$ cat config.mk
export PLATFORM = sky130hd
export DESIGN_NAME = if_prefetch
export DESIGN_NICKNAME = d
export VERILOG_FILES = /design/src/rtl/if_prefetch.sv
export SDC_FILE = /design/constraint.sdc
export NUM_CORES = 1
export LEC_CHECK = 0
export CAP_MARGIN = 10
export CORE_ASPECT_RATIO = 1.2
export CORE_MARGIN = 4
export CORE_UTILIZATION = 50
export DETAILED_ROUTE_END_ITERATION = 12
export PLACE_DENSITY_LB_ADDON = 0.3
export SETUP_SLACK_MARGIN = 0.5
export SYNTH_ARGS = -nofsm -noshare
export SYNTH_HDL_FRONTEND = slang
export SYNTH_SLANG_ARGS = --single-unit
$ cat constraint.sdc
create_clock -name clk -period 4.22 [get_ports clk]
set_input_delay 0.422 -clock clk [delete_from_list [all_inputs] [get_ports clk]]
set_output_delay 0.422 -clock clk [all_outputs]
set_load 0.02 [all_outputs]
$ cat src/rtl/if_prefetch.sv
// Instruction prefetch buffer: issues sequential fetches, queues returned words with their PCs,
// and flushes on redirect while discarding responses to requests issued before the redirect.
module if_prefetch #(
  parameter int               XLEN     = 32,
  parameter int               DEPTH    = 4,
  parameter logic [XLEN-1:0]  RESET_PC = '0
) (
  input  logic            clk,
  input  logic            rst,
  input  logic            redirect,
  input  logic [XLEN-1:0] redirect_pc,
  output logic            imem_req_valid,
  output logic [XLEN-1:0] imem_req_addr,
  input  logic            imem_req_ready,
  input  logic            imem_rsp_valid,
  input  logic [XLEN-1:0] imem_rsp_data,
  output logic            inst_valid,
  input  logic            inst_ready,
  output logic [XLEN-1:0] inst_data,
  output logic [XLEN-1:0] inst_pc,
  output logic [XLEN-1:0] inst_pc_plus4
);

  localparam int AW = $clog2(DEPTH);
  localparam int CW = AW + 1;
  // Repeated redirects can stack discards beyond DEPTH, so this counter gets headroom.
  localparam int DW = AW + 4;

  logic            run_reg;
  logic [XLEN-1:0] fetch_pc_reg;
  logic [XLEN-1:0] tail_pc_reg;
  logic [AW-1:0]   head_ptr_reg;
  logic [AW-1:0]   tail_ptr_reg;
  logic [CW-1:0]   count_reg;
  logic [CW-1:0]   outst_reg;
  logic [DW-1:0]   discard_reg;

  logic [XLEN-1:0] data_mem [DEPTH];
  logic [XLEN-1:0] pc_mem   [DEPTH];

  logic [CW:0]     inflight;
  logic            req_xfer;
  logic            rsp_drop;
  logic            rsp_take;
  logic            enq;
  logic            deq;
  logic [XLEN-1:0] redirect_pc_aligned;
  logic [CW-1:0]   outst_next;
  logic [DW-1:0]   discard_next;
  logic [CW-1:0]   count_next;
  logic            unused_pc_bits;

  assign unused_pc_bits      = ^redirect_pc[1:0];
  assign redirect_pc_aligned = {redirect_pc[XLEN-1:2], 2'b00};

  // Occupancy plus outstanding bounds issue so every in-flight response owns a slot.
  assign inflight       = {1'b0, count_reg} + {1'b0, outst_reg};
  assign imem_req_valid = run_reg && !redirect && (inflight < (CW+1)'(DEPTH));
  assign imem_req_addr  = fetch_pc_reg;
  assign req_xfer       = imem_req_valid && imem_req_ready;

  assign rsp_drop = imem_rsp_valid && (discard_reg != '0);
  assign rsp_take = imem_rsp_valid && (discard_reg == '0) && (outst_reg != '0);
  assign enq      = rsp_take && !redirect;

  assign inst_valid    = (count_reg != '0);
  assign deq           = inst_valid && inst_ready && !redirect;
  assign inst_data     = inst_valid ? data_mem[head_ptr_reg] : '0;
  assign inst_pc       = inst_valid ? pc_mem[head_ptr_reg] : '0;
  assign inst_pc_plus4 = inst_valid ? pc_mem[head_ptr_reg] + XLEN'(4) : '0;

  always_comb begin
    discard_next = discard_reg - DW'(rsp_drop);
    outst_next   = outst_reg + CW'(req_xfer) - CW'(rsp_take);
    count_next   = count_reg + CW'(enq) - CW'(deq);
    if (redirect) begin
      // A response accepted during the redirect cycle retires its own outstanding slot.
      discard_next = discard_next + DW'(outst_reg) + DW'(req_xfer) - DW'(rsp_take);
      outst_next   = '0;
      count_next   = '0;
    end
  end

  always_ff @(posedge clk or posedge rst) begin
    if (rst) begin
      run_reg      <= 1'b0;
      fetch_pc_reg <= RESET_PC;
      tail_pc_reg  <= RESET_PC;
      head_ptr_reg <= '0;
      tail_ptr_reg <= '0;
      count_reg    <= '0;
      outst_reg    <= '0;
      discard_reg  <= '0;
    end else begin
      run_reg     <= 1'b1;
      count_reg   <= count_next;
      outst_reg   <= outst_next;
      discard_reg <= discard_next;
      if (redirect) begin
        fetch_pc_reg <= redirect_pc_aligned;
        tail_pc_reg  <= redirect_pc_aligned;
        head_ptr_reg <= '0;
        tail_ptr_reg <= '0;
      end else begin
        if (req_xfer) fetch_pc_reg <= fetch_pc_reg + XLEN'(4);
        if (enq) begin
          tail_pc_reg  <= tail_pc_reg + XLEN'(4);
          tail_ptr_reg <= tail_ptr_reg + AW'(1);
        end
        if (deq) head_ptr_reg <= head_ptr_reg + AW'(1);
      end
    end
  end

  generate
    for (genvar gi = 0; gi < DEPTH; gi++) begin : g_entry
      always_ff @(posedge clk) begin
        if (enq && (tail_ptr_reg == AW'(gi))) begin
          data_mem[gi] <= imem_rsp_data;
          pc_mem[gi]   <= tail_pc_reg;
        end
      end
    end
  endgenerate

endmodule

==> flow_summary.ini <==
[global_route]
grt_usage_pct = 19.8
grt_antenna_before_repair = 0
grt_use_met1_pct = 28.4
use_met2_pct = 32.1
first_global_vias = 9253
grt_pass1_wl_um = 50600
grt_overflow = 0
grt_max_degree = 75
top_usage_layer = met2
grt_use_met3_pct = 3.86

[synth]
yosys-top-cells-count = edfxtp_1, dfrtp_1, nand2_1
synth-edff-count = 248
synth-main-ff-cell = edfxtp_1
async_flop_share_pct = 23.7
ys_seq_area_share_pct = 64.0
ys_seq_elements = 325
synthCells = 1023
synth.area.top_cells = edfxtp_1, dfrtp_1, mux4_2
synth_area_leader_cell = edfxtp_1
synth.avg_cell_area_um2 = 14.3
synth_area_mm2 = 0.0147
synth.distinct_cells = 57
yosysWarnings = 0
synth_most_common_cell = edfxtp_1
synth_top_area_share_pct = 50.8

[cells_and_area]
top_regs = data_mem (128), pc_mem (120)
syn_to_final_growth_pct = 24.5
multiInputGateArea_mm2 = 0.00506
largest_register_ffs = 128
largest_register = data_mem
n_antenna_cell = 0
drive_gt1_share_pct = 14.1
nets = 1331
num-fill-cells = 2091
fin_cells = 1644
regArea_mm2 = 0.00938

[power]
power_density_mw_per_mm2 = 521
leakagePower_nw = 6.47
ir_drop_mv = 0.318

[place]
port_buffers = 191
gp_congestion = 0.838
dp.final_hpwl_um = 21100
placed_cells = 1575

[route]
routed_wl_um = 32600
drtIter0Drc = 677
viasPerCell = 5.62
vias = 9238
ant_nets = 0
drc = 0
wire_per_inst_um = 19.8
dr.pass1.iters = 5

[critical_path]
critPathLaunch = head_ptr_reg[0]
cpPeakStageDelay_ps = 540
cp_top_family = simple AND/OR/NAND/NOR gates
r2r-end = discard_reg[4]
end_kind = primary output
critical-path-slowest-cell = dfrtp_4
crit_fanout = 17
crit_buf_inv = 3
r2r_setup_slack_ps = 730
path_cells = buf_4 > bufbuf_16 > mux4_2 > and4_4 > nor3b_4 > nand3_1 > or4_1 > a21oi_2 > buf_6
crit_required_ps = 3800
r2r-start = count_reg[2]
crit_type = flip-flop to primary output
startpoint_type = flip-flop
arrival_ps = 3330
r2r_cells = 13

[clock_tree]
cts_sinks = 325
path_clk_slew_ps = 70
clk_latency_ps = 560
cts-root-buf = clkbuf_16
clk_path_buf_depth = 3
cts_tree = built
htree_levels = 1
cts_made_buffers = 31

[min_path]
hold_path.class = primary input to async pin

[floorplanning]
die_area_mm2 = 0.0321
row_count = 68
initial_core_util_pct = 50.8
core_mm2 = 0.0288
pin_count = 200
die_h_um = 196
dieWidth_um = 164

[sta]
slew_violations = 0
slew_headroom_pct = 29.6
worstMarginPinSlew_ps = 1060
fmax_mhz = 267
hold_viol_final = 0
fin_setup_tns_ps = 0
period_needed_ps = 3750
setup_viol = 0
rsz0062_at_grt = true
fin_crit_sh_pct = 88.8
skew_ps = 20.1

[job]
cap_violations = 0

[run_status]
status = finished clean
how the worst max path moves through the flow:
stage / endpoint / slack, ps / cells past startpoint
2_1_floorplan: discard_reg[4] / 500 / 15
3_3_place_gp: discard_reg[4] / 510 / 13
3_5_place_dp: discard_reg[4] / 460 / 13
4_1_cts: inst_pc_plus4[19] / 300 / 8
5_1_grt: inst_pc_plus4[30] / 330 / 9
6_report: inst_pc_plus4[30] / 470 / 9
cell families (layout without fill, tap and decap cells):
family,Yosys count,after routing,synth area share (%)
multiplexers,69,69,10.0
flip-flops,325,325,64.0
buffers and inverters,77,308,2.39
XOR/XNOR,71,71,4.24
other,2,7,0.0512
AND/OR/NAND/NOR,350,350,12.7
adder cells (fa/ha/maj),25,25,2.34
AO/OA/AOI/OAI,104,104,4.35
repair_timing:
action,CTS,global route
endpoints found under the setup margin,26,19
hold endpoints to repair,0,0
gates cloned,1,1
buffers inserted,6,5
hold buffers,0,0
pin swaps,3,4
resized for setup,34,27
metrics by stage:
step                hold WS [ps]  area, µm²  worst slack (ps)  util [%]  power, W
global placement             530      17000               515      59.1   0.00687
CTS                          363      18100               296      62.8   0.00954
global route                 399      18200               334      63.3   0.00998
finish                       348      18200               471      63.3   0.00950
detailed placement           556      17000               464      59.1   0.00691
floorplan                    494      14700               504         -   0.00567
where the power goes:
| part | internal [W] | total, W | switching (W) |
|---|---|---|---|
| logic | 0.00150 | 0.00316 | 0.00166 |
| clock network | 0.00146 | 0.00260 | 0.00113 |
| registers | 0.00358 | 0.00374 | 0.000169 |
per-layer routing:
| layer | share of wire, % | wire [µm] |
|---|---|---|
| met5 | 0 | 0 |
| met4 | 1.4 | 448 |
| met3 | 7.5 | 2440 |
| met2 | 48 | 15800 |
| met1 | 43 | 13900 |
cell type report:
type                    count  share of cell area (%)
flip-flops and latches    325                    51.4
multi-input cells         626                    27.7
repair buffers            223                    12.4
clock buffers              43                    4.66
well taps                 385                    2.64
inverters                  29                   0.624
clock inverters            13                   0.542
cells in the final DEF (no fill, tap or decap), types with 8 or more instances in the layout:
master,instances
dfrtp_1,75
nand2_1,73
inv_1,24
a31oi_1,8
ha_1,19
o211ai_1,8
and3_1,12
buf_4,26
clkbuf_16,32
nand3_1,39
dlymetal6s2s_1,11
nor3_1,10
xor2_1,34
a21oi_1,11
clkdlybuf4s50_1,165
dlygate4sd2_1,11
o21ai_0,54
clkbuf_1,9
edfxtp_1,248
xnor2_1,37
and4_1,8
and2_1,72
mux4_2,62
nor2_1,67
nand4_1,21
Note: power is estimated with default switching activity, not from simulation.
